## src/rtl/rv32i_mem_arbiter.sv

```systemverilog
// Memory bus arbiter for rv32i: instruction fetch vs. ALU load/store, with a data-first starvation guard.
// Optional performance counters are built when RV32_ARB_PERF_EN is defined.
module rv32i_mem_arbiter #(
    parameter int STARVE_MAX = 4,
    parameter int ADDR_W     = 32
) (
    input  logic              clk,
    input  logic              reset_n,
    input  logic [ADDR_W-1:0] d_addr,
    input  logic              d_load,
    input  logic              d_store,
    input  logic [3:0]        d_be,
    input  logic [31:0]       d_wdata,
    output logic [31:0]       d_rdata,
    output logic              d_done,
    output logic              stall,
    input  logic              i_req,
    input  logic [ADDR_W-1:0] i_addr,
    output logic [31:0]       i_rdata,
    output logic              i_valid,
    output logic [ADDR_W-1:0] mem_addr,
    output logic              mem_read,
    output logic              mem_write,
    output logic [3:0]        mem_be,
    output logic [31:0]       mem_wdata,
    input  logic              mem_waitreq,
    input  logic [31:0]       mem_rdata,
    input  logic              mem_rdvalid
`ifdef RV32_ARB_PERF_EN
    ,
    output logic [31:0]       perf_stall_cycles,
    output logic [15:0]       perf_starve_grants
`endif
);

    typedef enum logic [2:0] {S_IDLE, S_DCMD, S_ICMD, S_RDWAIT, S_DONE} state_t;

    localparam logic [3:0] C_STARVE_MAX = 4'(STARVE_MAX);

    state_t            r_state;
    logic              r_is_data;
    logic              r_is_write;
    logic [3:0]        r_starve_cnt;
    logic [ADDR_W-1:0] r_mem_addr;
    logic              r_mem_read;
    logic              r_mem_write;
    logic [3:0]        r_mem_be;
    logic [31:0]       r_mem_wdata;
    logic [31:0]       r_d_rdata;
    logic [31:0]       r_i_rdata;
    logic              r_d_done;
    logic              r_i_valid;

    logic w_d_req;
    logic w_force_fetch;
    logic w_pulse;
    logic w_grant_d;
    logic w_grant_i;
    logic w_accept;
    logic w_rd_capture;

    assign w_d_req       = d_load | d_store;
    assign w_force_fetch = i_req && (r_starve_cnt == C_STARVE_MAX);
    // The requester that just finished still shows its old request during its pulse cycle.
    assign w_pulse       = r_d_done | r_i_valid;
    assign w_grant_d     = (r_state == S_IDLE) && !w_pulse && w_d_req && !w_force_fetch;
    assign w_grant_i     = (r_state == S_IDLE) && !w_pulse && i_req && !w_grant_d;
    assign w_accept      = ((r_state == S_DCMD) || (r_state == S_ICMD)) && !mem_waitreq;
    assign w_rd_capture  = mem_rdvalid && ((w_accept && !r_is_write) || (r_state == S_RDWAIT));

    assign stall     = w_d_req & ~r_d_done;
    assign d_done    = r_d_done;
    assign i_valid   = r_i_valid;
    assign d_rdata   = r_d_rdata;
    assign i_rdata   = r_i_rdata;
    assign mem_addr  = r_mem_addr;
    assign mem_read  = r_mem_read;
    assign mem_write = r_mem_write;
    assign mem_be    = r_mem_be;
    assign mem_wdata = r_mem_wdata;

    always_ff @(posedge clk or negedge reset_n) begin
        if (!reset_n) begin
            r_state      <= S_IDLE;
            r_is_data    <= 1'b0;
            r_is_write   <= 1'b0;
            r_starve_cnt <= '0;
            r_mem_addr   <= '0;
            r_mem_read   <= 1'b0;
            r_mem_write  <= 1'b0;
            r_mem_be     <= '0;
            r_mem_wdata  <= '0;
            r_d_rdata    <= '0;
            r_i_rdata    <= '0;
            r_d_done     <= 1'b0;
            r_i_valid    <= 1'b0;
        end else begin
            r_d_done  <= 1'b0;
            r_i_valid <= 1'b0;
            case (r_state)
                S_IDLE: begin
                    if (w_grant_d) begin
                        r_state     <= S_DCMD;
                        r_is_data   <= 1'b1;
                        r_is_write  <= d_store;
                        r_mem_addr  <= d_addr;
                        r_mem_read  <= ~d_store;
                        r_mem_write <= d_store;
                        r_mem_be    <= d_store ? d_be : 4'hf;
                        r_mem_wdata <= d_wdata;
                        if (i_req)
                            r_starve_cnt <= (r_starve_cnt == C_STARVE_MAX) ? r_starve_cnt
                                                                           : r_starve_cnt + 4'd1;
                        else
                            r_starve_cnt <= '0;
                    end else if (w_grant_i) begin
                        r_state      <= S_ICMD;
                        r_is_data    <= 1'b0;
                        r_is_write   <= 1'b0;
                        r_mem_addr   <= i_addr;
                        r_mem_read   <= 1'b1;
                        r_mem_write  <= 1'b0;
                        r_mem_be     <= 4'hf;
                        r_mem_wdata  <= '0;
                        r_starve_cnt <= '0;
                    end
                end
                S_DCMD, S_ICMD: begin
                    if (!mem_waitreq) begin
                        r_mem_read  <= 1'b0;
                        r_mem_write <= 1'b0;
                        // Read data arriving with acceptance skips RDWAIT.
                        r_state     <= (r_is_write || mem_rdvalid) ? S_DONE : S_RDWAIT;
                    end
                end
                S_RDWAIT: begin
                    if (mem_rdvalid)
                        r_state <= S_DONE;
                end
                S_DONE: begin
                    if (r_is_data)
                        r_d_done <= 1'b1;
                    else
                        r_i_valid <= 1'b1;
                    r_state <= S_IDLE;
                end
                default: r_state <= S_IDLE;
            endcase
            if (w_rd_capture) begin
                if (r_is_data)
                    r_d_rdata <= mem_rdata;
                else
                    r_i_rdata <= mem_rdata;
            end
        end
    end

`ifdef RV32_ARB_PERF_EN
    logic [31:0] r_perf_stall;
    logic [15:0] r_perf_starve;

    always_ff @(posedge clk or negedge reset_n) begin
        if (!reset_n) begin
            r_perf_stall  <= '0;
            r_perf_starve <= '0;
        end else begin
            if (stall)
                r_perf_stall <= r_perf_stall + 32'd1;
            // Forced only when data was also asking and lost to the guard.
            if (w_grant_i && w_force_fetch && w_d_req)
                r_perf_starve <= r_perf_starve + 16'd1;
        end
    end

    assign perf_stall_cycles  = r_perf_stall;
    assign perf_starve_grants = r_perf_starve;
`endif

`ifndef SYNTHESIS
    always @(posedge clk) begin
        if (reset_n && w_grant_d && d_load && d_store)
            $display("rv32i_mem_arbiter: d_load and d_store both high, servicing as store");
    end
`endif

endmodule
```

## config.mk

```make
export PLATFORM = sky130hd
export DESIGN_NAME = rv32i_mem_arbiter
export DESIGN_NICKNAME = d
export VERILOG_FILES = /design/src/rtl/rv32i_mem_arbiter.sv
export SDC_FILE = /design/constraint.sdc
export NUM_CORES = 1
export LEC_CHECK = 0
export CORE_ASPECT_RATIO = 0.6
export CORE_UTILIZATION = 44
export DETAILED_ROUTE_END_ITERATION = 6
export PLACE_DENSITY = 0.85
export SKIP_CTS_REPAIR_TIMING = 1
export SLEW_MARGIN = 40
export SYNTH_ARGS = -nofsm -noshare
export SYNTH_HDL_FRONTEND = slang
export SYNTH_SLANG_ARGS = --single-unit
```

## constraint.sdc

```tcl
create_clock -name clk -period 3.3 [get_ports clk]
set_input_delay 0.66 -clock clk [delete_from_list [all_inputs] [get_ports clk]]
set_output_delay 0.66 -clock clk [all_outputs]
set_load 0.005 [all_outputs]
```

# After elaboration in Yosys (flattened, before gate mapping)
# Cells that the tools add are included.
[op_classes] div=0 eq_ne=9 bitwise_logic=6 add_sub_neg=1 reduce_logical=27 n_lt_le_gt_ge=0 muxes=29 mul=0 shifts=0
[ops] op="32-bit two-way mux" count=4
[ops] op="4-bit two-way mux" count=7
[ops] op="3-bit two-way mux" count=5
[ops] op="1-bit two-way mux" count=10
[ops] op="1-bit logical AND" count=9
[ops] op="3-bit one-hot mux with 3 select lines" count=1
[ops] op="3-bit AND reduction" count=3
[ops] op="3-bit by 2-bit == test with 1-bit output (second input constant)" count=2
[ops] op="3-bit inequality test (second input constant)" count=2
[ops] op="2-bit AND reduction" count=3
[ops] op="1-bit logical NOT" count=5
[ops] op="4-bit by 1-bit adder with 4-bit output (second input constant)" count=1
[ops] op="4-bit by 3-bit == test with 1-bit output (second input constant)" count=1
[ops] op="2-bit inequality test (second input constant)" count=2
[ops] op="1-bit one-hot mux with 2 select lines" count=2
[ops] op="2-bit nonzero test" count=2
[ops] op="3-bit by 1-bit == test with 1-bit output (second input constant)" count=1
[ops] op="3-bit == test (second input constant)" count=1
[ops] op="3-bit logical NOT" count=1
[ops] op="1-bit logical OR" count=3
[ops] op="1-bit NOT" count=3
[ops] op="1-bit bitwise OR" count=2
[ops] op="2-bit OR reduction" count=1
[ops] op="1-bit AND" count=1
[totals] memories=0 latch_bits=0 ff_bits=145 ramBits=0 elab_cells=85 output_inout_bits=137 rom_bits=0

# Logic depth before layout (Yosys ltp)
# Gate-level depths: netlist (run 1).
[logic_depth] depth_word=10 depth_mapped=8 mapped_depth_nobuf=6

# Worst setup path after synthesis (run 1)
# No wires, ideal clock.
[synth_timing] path_type="input-to-reg" startpoint="input mem_waitreq" endpoint="register r_d_rdata[10], in the netlist d_rdata[10]" arrival_time_ns=1.970 slack_ns=1.206 stages=6 path_cell_list="nor3b_1 -> a21oi_1 -> nor4bb_1 -> clkbuf_1 -> buf_2 -> mux2_2"
[synth_between] elab_chain_cells=6
[synth_lines] element="from (decl)" line="26" text="input logic mem_waitreq,"
[synth_lines] element="1-bit logical NOT"
[synth_lines] element="1-bit logical AND" line="68" text="assign w_accept = ((r_state == S_DCMD) || (r_state == S_ICMD)) && !mem_waitreq;"
[synth_lines] element="1-bit logical AND" line="69" text="assign w_rd_capture = mem_rdvalid && ((w_accept && !r_is_write) || (r_state == S_RDWAIT));"
[synth_lines] element="1-bit logical OR" line="69"
[synth_lines] element="1-bit logical AND" line="69"
[synth_lines] element="2-bit AND reduction (no line)"
[synth_lines] element="to (signal assigned)" line="151" text="r_d_rdata <= mem_rdata;"
[synth_lines] element="to (decl)" line="49" text="logic [31:0] r_d_rdata;"
# Every way passes these cells.
# A chain may end at the register's enable or synchronous reset.

# Worst setup path after layout (run 1)
[layout_timing] startpoint="input d_store" endpoint="output stall"
[layout_between] elab_chain_cells=2
[layout_lines] element="from (decl)" line="11" text="input logic d_store,"
[layout_lines] element="1-bit bitwise OR" line="62" text="assign w_d_req = d_load | d_store;"
[layout_lines] element="1-bit AND" line="71" text="assign stall = w_d_req & ~r_d_done;"
[layout_lines] element="to (decl)" line="16" text="output logic stall,"
# Every way passes these cells.

==> out/qor.log, run 1 <==
INFO  outcome        outcome=complete, no violations
INFO  place          dpl_worst_slack=0.469ns
INFO  grt            grt_max_degree=72
INFO  die            rows=32
INFO  yosys          synthesis.instances=432
INFO  die            fp.dieH=91.1µm
INFO  die            core=12900µm²
INFO  place          postPlaceCellArea=8770µm²
INFO  place          port_buffers=275
INFO  job            max-cap-violations=0
INFO  clocking       cts-buffers-inserted=17
INFO  timing         final-setup-viol-count=0
INFO  timing         max_clock_freq=0.370GHz
INFO  timing         hold_ws=0.257ns
INFO  finish         post_layout_nonfiller_instances=888
INFO  die            pin_count=276
INFO  yosys          synthDistinctLibCells=40
INFO  routing        vias_per_cell=5.13
INFO  finish         final-seq-area=3630µm²
INFO  setup_path     critPathRequiredTime=2.64ns
INFO  routing        remaining_drc_errors=0
INFO  grt            grt_usage=23.7%
INFO  yosys          async_reset_ff_share=100%
INFO  yosys          synth_enable_flop_cells=0
INFO  finish         finish.instance_area=9370µm²
INFO  yosys          synthTopCellsByArea=sky130_fd_sc_hd__dfrtp_1 62%, sky130_fd_sc_hd__mux2_2 12%, sky130_fd_sc_hd__mux2i_1 5.5%, sky130_fd_sc_hd__a22o_1 5.1%, sky130_fd_sc_hd__o21ai_0 3.1%
INFO  setup_path     critical_path.startpoint_type=input pin
INFO  finish         utilization=72.9%
INFO  die            die_w=150µm
INFO  setup_path     setup.worst_path.class=input pin to output port
INFO  clocking       clock_tree.htree_level_count=4
INFO  grt            antenna_found_initial=0
INFO  timing         worst_slew_pin_slew=0.640ns
INFO  clocking       clk_path_buf_depth=2
INFO  timing         hold_viol_final=0
INFO  routing        drt_iter0_drc=192
INFO  routing        avg_wl_per_cell=17.8µm
INFO  grt            grt_pass1_wl=24900µm
INFO  setup_path     cpLargestDelayFamily=buffers and inverters
INFO  yosys          ys_seq_area_share=62.4%
INFO  finish         design.final.nets=846
INFO  clocking       clock_insertion_delay_worst_skew=0.41ns
INFO  setup_path     critical_path_peak_fanout=5
INFO  setup_path     timing.critical_path.arrival=2.04ns
INFO  place          numPlacedInstances=856
INFO  setup_path     crit_path_cell_trace=clkdlybuf4s50_1 > nor2_1 > nor2_1 > clkdlybuf4s50_1
INFO  clocking       worst_setup_hold_path_clk_slew=0.06ns
INFO  power          peakVddDrop=0.434mV
INFO  routing        dr_total_vias=4559
INFO  setup_path     max_stage_delay=0.62ns
INFO  min_path       worst_hold_path_type=input pin to asynchronous set/reset pin
INFO  yosys          synth_ff_type=sky130_fd_sc_hd__dfrtp_1
INFO  finish         fillerInstances=853
INFO  finish         area_growth_syn_to_fin=61.0%
INFO  die            initial_utilization=45.3%
INFO  grt            grt-ovfl-total=0
INFO  routing        antenna_left=0
INFO  yosys          yosysWarningCount=0
INFO  setup_path     worstSetupEndpointType=output port
INFO  finish         antenna_diodes=0
INFO  yosys          synthDominantAreaCellType=sky130_fd_sc_hd__dfrtp_1
INFO  yosys          area_of_the_mapped_netlist=5820µm²
INFO  power          powerDensity=944nW/µm²
INFO  power          p_leak=3.95nW
INFO  setup_path     critPathSlowestCell=sky130_fd_sc_hd__clkdlybuf4s50_1
INFO  timing         slew_headroom=57.3%
INFO  finish         multi_input_area=2060µm²
INFO  finish         drive_gt1_share=15.2%
INFO  clocking       clock-root-buffer=sky130_fd_sc_hd__clkbuf_16
INFO  yosys          flops_latches_synth=145
INFO  power          total_power=8.84mW
INFO  timing         rsz0062_at_grt=false
INFO  routing        postRouteWirelength=15800µm
INFO  yosys          syn_avg_cell_area=13.5µm²
INFO  timing         finalCritPeriodShare=81.8%
INFO  yosys          synth_fp_nets=573
INFO  timing         final.min_clock_period=2.70ns
INFO  routing        detail_route.first_pass.iterations=5
INFO  timing         post_route_setup_slack=0.601ns
INFO  timing         slew_violations=0
INFO  timing         fin_skew=0.00927ns
INFO  clocking       cts_tree=built
INFO  setup_path     setup.reg_to_reg.worst_slack=0.68ns
INFO  setup_path     timing.critical_path.buf_inv=2
INFO  timing         setup_tns=0ns
INFO  die            floorplan.die_area=13700µm²
INFO  clocking       clkSinkCount=145
INFO  place          gp_routability_congestion=0.845
INFO  place          place.detailed.hpwl=11400µm
INFO  grt            grt_pass1_vias=4799
INFO  yosys          yosys.area.top_type_share=62.4%
-- state kept, by name (all words and copies together), names as in the netlist --
signal        flops
mem_be            4
d_rdata          32
mem_write         1
r_state           3
r_is_data         1
mem_addr         32
r_starve_cnt      4
i_rdata          32
i_valid           1
d_done            1
r_is_write        1
mem_read          1
mem_wdata        32
-- final timing paths --
check	from	to	cells after the start
max	d_store	stall	4
min	reset_n	d_rdata[29]	1
max reg2reg	r_state[1]	mem_wdata[5]	4
min reg2reg	mem_addr[2]	mem_addr[2]	2
max in group asynchronous	reset_n	mem_addr[4]	2
min in group clk	mem_addr[2]	mem_addr[2]	2
-- layout by cell type, fill, tap and decap left out, drive strengths merged, types with 2 or more instances in the layout --
cell type      count
nor2               4
clkinv             2
a21oi              2
buf                8
nor4b              2
a22o              34
clkdlybuf4s50    274
or3                2
mux2i             32
o21bai             2
dfrtp            145
nand3b             2
nand3              2
nor3               2
bufinv             2
nand2             41
o22a               4
clkbuf            17
clkinvlp           3
ha                 2
o41ai              2
inv               13
mux2              64
o21ai             42
-- kinds of logic (layout without fill, tap and decap cells) --
family	count (synthesis)	count (layout)	synth area share, %
compound gates	92	92	10.9
xor+xnor	2	2	0.301
fa+ha+maj	2	2	0.430
buf+inv	33	319	3.08
mux	96	96	17.9
simple gates	62	62	5.03
flops	145	145	62.4
-- final cells by class --
type	instances	share of cell area, %
Clock buffer	17	4.54
Clock inverter	15	1.79
Inverter	5	0.200
Multi-Input combinational cell	254	22.0
Sequential cell	145	38.7
Tap cell	170	2.27
Timing Repair Buffer	282	30.5
-- synth_stat cells (all sizes together) (4+ instances only) --
library cell  instances
dfrtp               145
mux2                 64
o21ai                42
nand2                41
a22o                 34
mux2i                32
buf                  20
clkbuf                8
inv                   5
nor2                  4
o22a                  4
-- where the power goes --
| part | leakage, nW | total [mW] | internal, mW | switching [mW] |
|---|---|---|---|---|
| logic | 1.89 | 3.73 | 2.36 | 1.37 |
| clock network | 0.285 | 1.93 | 1.14 | 0.790 |
| registers | 1.77 | 3.19 | 2.65 | 0.543 |
| total | 3.95 | 8.84 | 6.14 | 2.70 |
-- routing by layer --
| layer | up-vias | track usage, % | wire length (µm) |
|---|---|---|---|
| met3 | 17 | 7.44 | 1380 |
| met4 | 0 | 6.31 | 216 |
| met2 | 183 | 40.1 | 7760 |
| met1 | 2245 | 29.3 | 6440 |
| li1 | 2114 | - | - |
| met5 | - | 0 | 0 |
No activity file was read; power rests on OpenSTA's default activity.
==> run 2, diff against run 1 <==
CORE_UTILIZATION = 37   (was 44)
PLACE_DENSITY = 0.77   (was 0.85)
clock period = 2.3 ns   (was 3.3 ns; I/O delays follow)
==> run 2 against run 1 <==
Compared with the run above:
- register-to-register slack worse by 0.56 ns
- utilization is 11 points lower
- combinational power rose by 46%
- highest routed layer unchanged
==> out/qor.log, run 2 (synthesis results as in run 1) <==
INFO  die            floorplan.die_area=16200µm² [+19%]
INFO  power          p_leak=4.01nW [+1.6%]
INFO  setup_path     critPathSlowestCell=sky130_fd_sc_hd__clkdlybuf4s50_1
INFO  clocking       clock_insertion_delay_worst_skew=0.41ns [about the same]
INFO  clocking       clock-root-buffer=sky130_fd_sc_hd__clkbuf_16
INFO  job            max-cap-violations=0 [unchanged]
INFO  die            initial_utilization=37.8% [-7.4 points]
INFO  clocking       clk_path_buf_depth=2 [unchanged]
INFO  grt            grt_pass1_wl=24700µm [-0.72%]
INFO  setup_path     crit_path_cell_trace=clkdlybuf4s50_1 > nor2_1 > nor2_1 > clkdlybuf4s50_1
INFO  finish         mostFrequentLayoutCell=sky130_fd_sc_hd__clkdlybuf4s50_1
INFO  grt            antenna_found_initial=0 [unchanged]
INFO  setup_path     worstSetupEndpointType=output port
INFO  routing        detail_route.first_pass.iterations=6 [+1]
INFO  finish         utilization=61.9% [-11 points]
INFO  routing        met2_length=7540µm [-2.9%]
INFO  timing         post_route_setup_slack=0.0947ns [-0.506 ns]
INFO  finish         most-common-layout-cells=274 x sky130_fd_sc_hd__clkdlybuf4s50_1, 145 x sky130_fd_sc_hd__dfrtp_1, 63 x sky130_fd_sc_hd__mux2_2, 41 x sky130_fd_sc_hd__nand2_1, 36 x sky130_fd_sc_hd__o21ai_0
INFO  clocking       cts_tree=built
INFO  clocking       worst_setup_hold_path_clk_slew=0.06ns [about the same]
INFO  routing        dr_total_vias=4558 [-0.022%]
INFO  place          dpl_worst_slack=-0.201ns [-0.670 ns]
INFO  die            die_w=164µm [+8.9%]
INFO  power          sequentialPowerShare=35.6% [-0.5 points]
INFO  power          p_comb_share=42.8% [+0.7 points]
INFO  setup_path     setup.worst_path.class=input pin to output port
INFO  routing        postRouteWirelength=15500µm [-1.9%]
INFO  routing        remaining_drc_errors=0 [unchanged]
INFO  grt            grt_pass1_vias=4746 [-1.1%]
INFO  grt            grt_max_degree=99 [+38%]
INFO  finish         design.final.nets=857 [+1.3%]
INFO  timing         finalCritPeriodShare=95.9%
INFO  timing         worst_slew_pin_slew=0.488ns [-0.153 ns]
INFO  power          p_int=8.82mW [+44%]
INFO  outcome        outcome=complete, no violations
INFO  power          powerDensity=1340nW/µm² [+42%]
INFO  finish         area_growth_syn_to_fin=63.6%
INFO  timing         slew_violations=0 [unchanged]
INFO  routing        vias_per_cell=4.89 [-4.7%]
INFO  setup_path     critical_path_peak_fanout=4 [-1]
INFO  routing        antenna_left=0 [unchanged]
INFO  setup_path     max_stage_delay=0.53ns [-0.09 ns]
INFO  min_path       worst_hold_path_type=flop to flop
INFO  power          share_clk_of_total_power=21.5% [-0.3 points]
INFO  power          peakVddDrop=0.676mV [+56%]
INFO  finish         fillerInstances=1165 [+37%]
INFO  routing        met3_length=1140µm [-17%]
INFO  die            fp.dieH=99.1µm [+8.9%]
INFO  timing         hold_viol_final=0 [unchanged]
INFO  timing         rsz0062_at_grt=false
INFO  routing        drt_iter0_drc=164 [-15%]
INFO  clocking       cts-buffers-inserted=17 [unchanged]
INFO  finish         antenna_diodes=0 [unchanged]
INFO  clocking       clkSinkCount=145 [unchanged]
INFO  grt            grt-ovfl-total=0 [unchanged]
INFO  place          gp_routability_congestion=0.780 [-7.7%]
INFO  timing         setup_tns=0ns [unchanged]
INFO  place          place.detailed.hpwl=11400µm [about the same]
INFO  timing         final-setup-viol-count=0 [unchanged]
INFO  power          switching_share=30.8% [+0.19 points]
INFO  power          total_power=12.7mW [+44%]
INFO  routing        topRoutingLayerUsed=met4
INFO  setup_path     critical_path.startpoint_type=input pin
INFO  clocking       clock_tree.htree_level_count=4 [unchanged]
INFO  place          port_buffers=275 [unchanged]
INFO  die            pin_count=276 [unchanged]
INFO  grt            grt_usage=19.7% [-4.0 points]
INFO  routing        avg_wl_per_cell=16.6µm [-6.6%]
INFO  power          total_switching_power=3.92mW [+45%]
INFO  timing         max_clock_freq=0.453GHz
INFO  setup_path     timing.critical_path.arrival=1.75ns [-0.29 ns]
INFO  timing         fin_skew=0.0138ns [+0.00449 ns]
INFO  setup_path     critPathRequiredTime=1.84ns [-0.80 ns]
INFO  timing         slew_headroom=67.5% [+10 points]
INFO  timing         final.min_clock_period=2.21ns
INFO  routing        wirelength_met1=6660µm [+3.4%]
INFO  die            core=15400µm² [+20%]
INFO  die            rows=35 [+9.4%]
INFO  finish         drive_gt1_share=16.2% [+1.0 points]
## run 2: cell types whose count changed in the layout (fill, tap and decap cells not counted)
cell | previous run | this run
sky130_fd_sc_hd__bufinv_16 | 2 | 1
sky130_fd_sc_hd__clkinvlp_4 | 3 | 2
sky130_fd_sc_hd__clkinv_4 | 0 | 2
sky130_fd_sc_hd__clkinv_8 | 0 | 2
sky130_fd_sc_hd__buf_4 | 3 | 11
sky130_fd_sc_hd__buf_12 | 4 | 6
sky130_fd_sc_hd__nor3_1 | 1 | 2
sky130_fd_sc_hd__nor3_2 | 1 | 0
sky130_fd_sc_hd__dlygate4sd3_1 | 0 | 1
sky130_fd_sc_hd__clkinv_2 | 2 | 1
sky130_fd_sc_hd__inv_8 | 2 | 4
sky130_fd_sc_hd__inv_6 | 6 | 3
## run 2: worst paths after layout
path | startpoint | depth (start not counted) | to | slack, ns
min in group asynchronous | reset_n | 2 | mem_wdata[20] | 0.53
setup / recovery | d_store | 4 | stall | 0.09
hold reg to reg | mem_addr[10] | 2 | mem_addr[10] | 0.48
setup reg to reg | r_state[0] | 4 | mem_wdata[25] | 0.12
max in group asynchronous | reset_n | 3 | mem_addr[1] | 1.08
hold / removal | mem_addr[10] | 2 | mem_addr[10] | 0.48
## run 2: worst max-delay path: cells and delay by family
family | cells | cell delay (ns)
buf+inv | 2 | 1.06
simple gates | 2 | 0.21
## run 2: cell type report
class	count	area [µm²]	share of cell area, %
clock buffer	17	425	4.47
clock inverter	15	171	1.80
inverter	5	18.8	0.197
multi-input combinational	254	2050	21.6
sequential	145	3630	38.1
tap	203	254	2.67
timing repair buffer	293	2970	31.2
## run 2: stage by stage
| step | area (µm²) | instances | hold WS [ns] |
|---|---|---|---|
| 2_1_floorplan | 5820 | 432 | 0.164 |
| 3_3_place_gp | 8910 | 899 | 0.385 |
| 3_5_place_dp | 8910 | 899 | 0.396 |
| 4_1_cts | 9510 | 931 | -0.0462 |
| 5_1_grt | 9520 | 932 | 0.500 |
| 6_report | 9520 | 932 | 0.477 |
## run 2: layer usage
layer / vias to the layer above / global-route usage, %
li1: 2126 / -
met2: 193 / 33.3
met4: 0 / 4.99
met5: - / 0
met1: 2220 / 24.9
met3: 19 / 5.96
## run 2: power groups by stage
stage / clock [mW] / sequential [mW] / combinational [mW]
global placement: 0 / 4.50 / 5.33
global route: 2.94 / 4.71 / 5.91
floorplan: 0 / 4.54 / 2.22
CTS: 2.81 / 4.55 / 5.52
detailed placement: 0 / 4.56 / 5.53
finish: 2.74 / 4.54 / 5.46
==> run 3, diff against run 2 <==
SKIP_CTS_REPAIR_TIMING = default   (was 1)
==> results of run 3 <==
The final DEF is identical to that of run 2; final timing and power are the same.
Main changes from that run: via count of the first global-routing pass 4746 -> 4758; overall routing resource usage 19.7% -> 19.8%
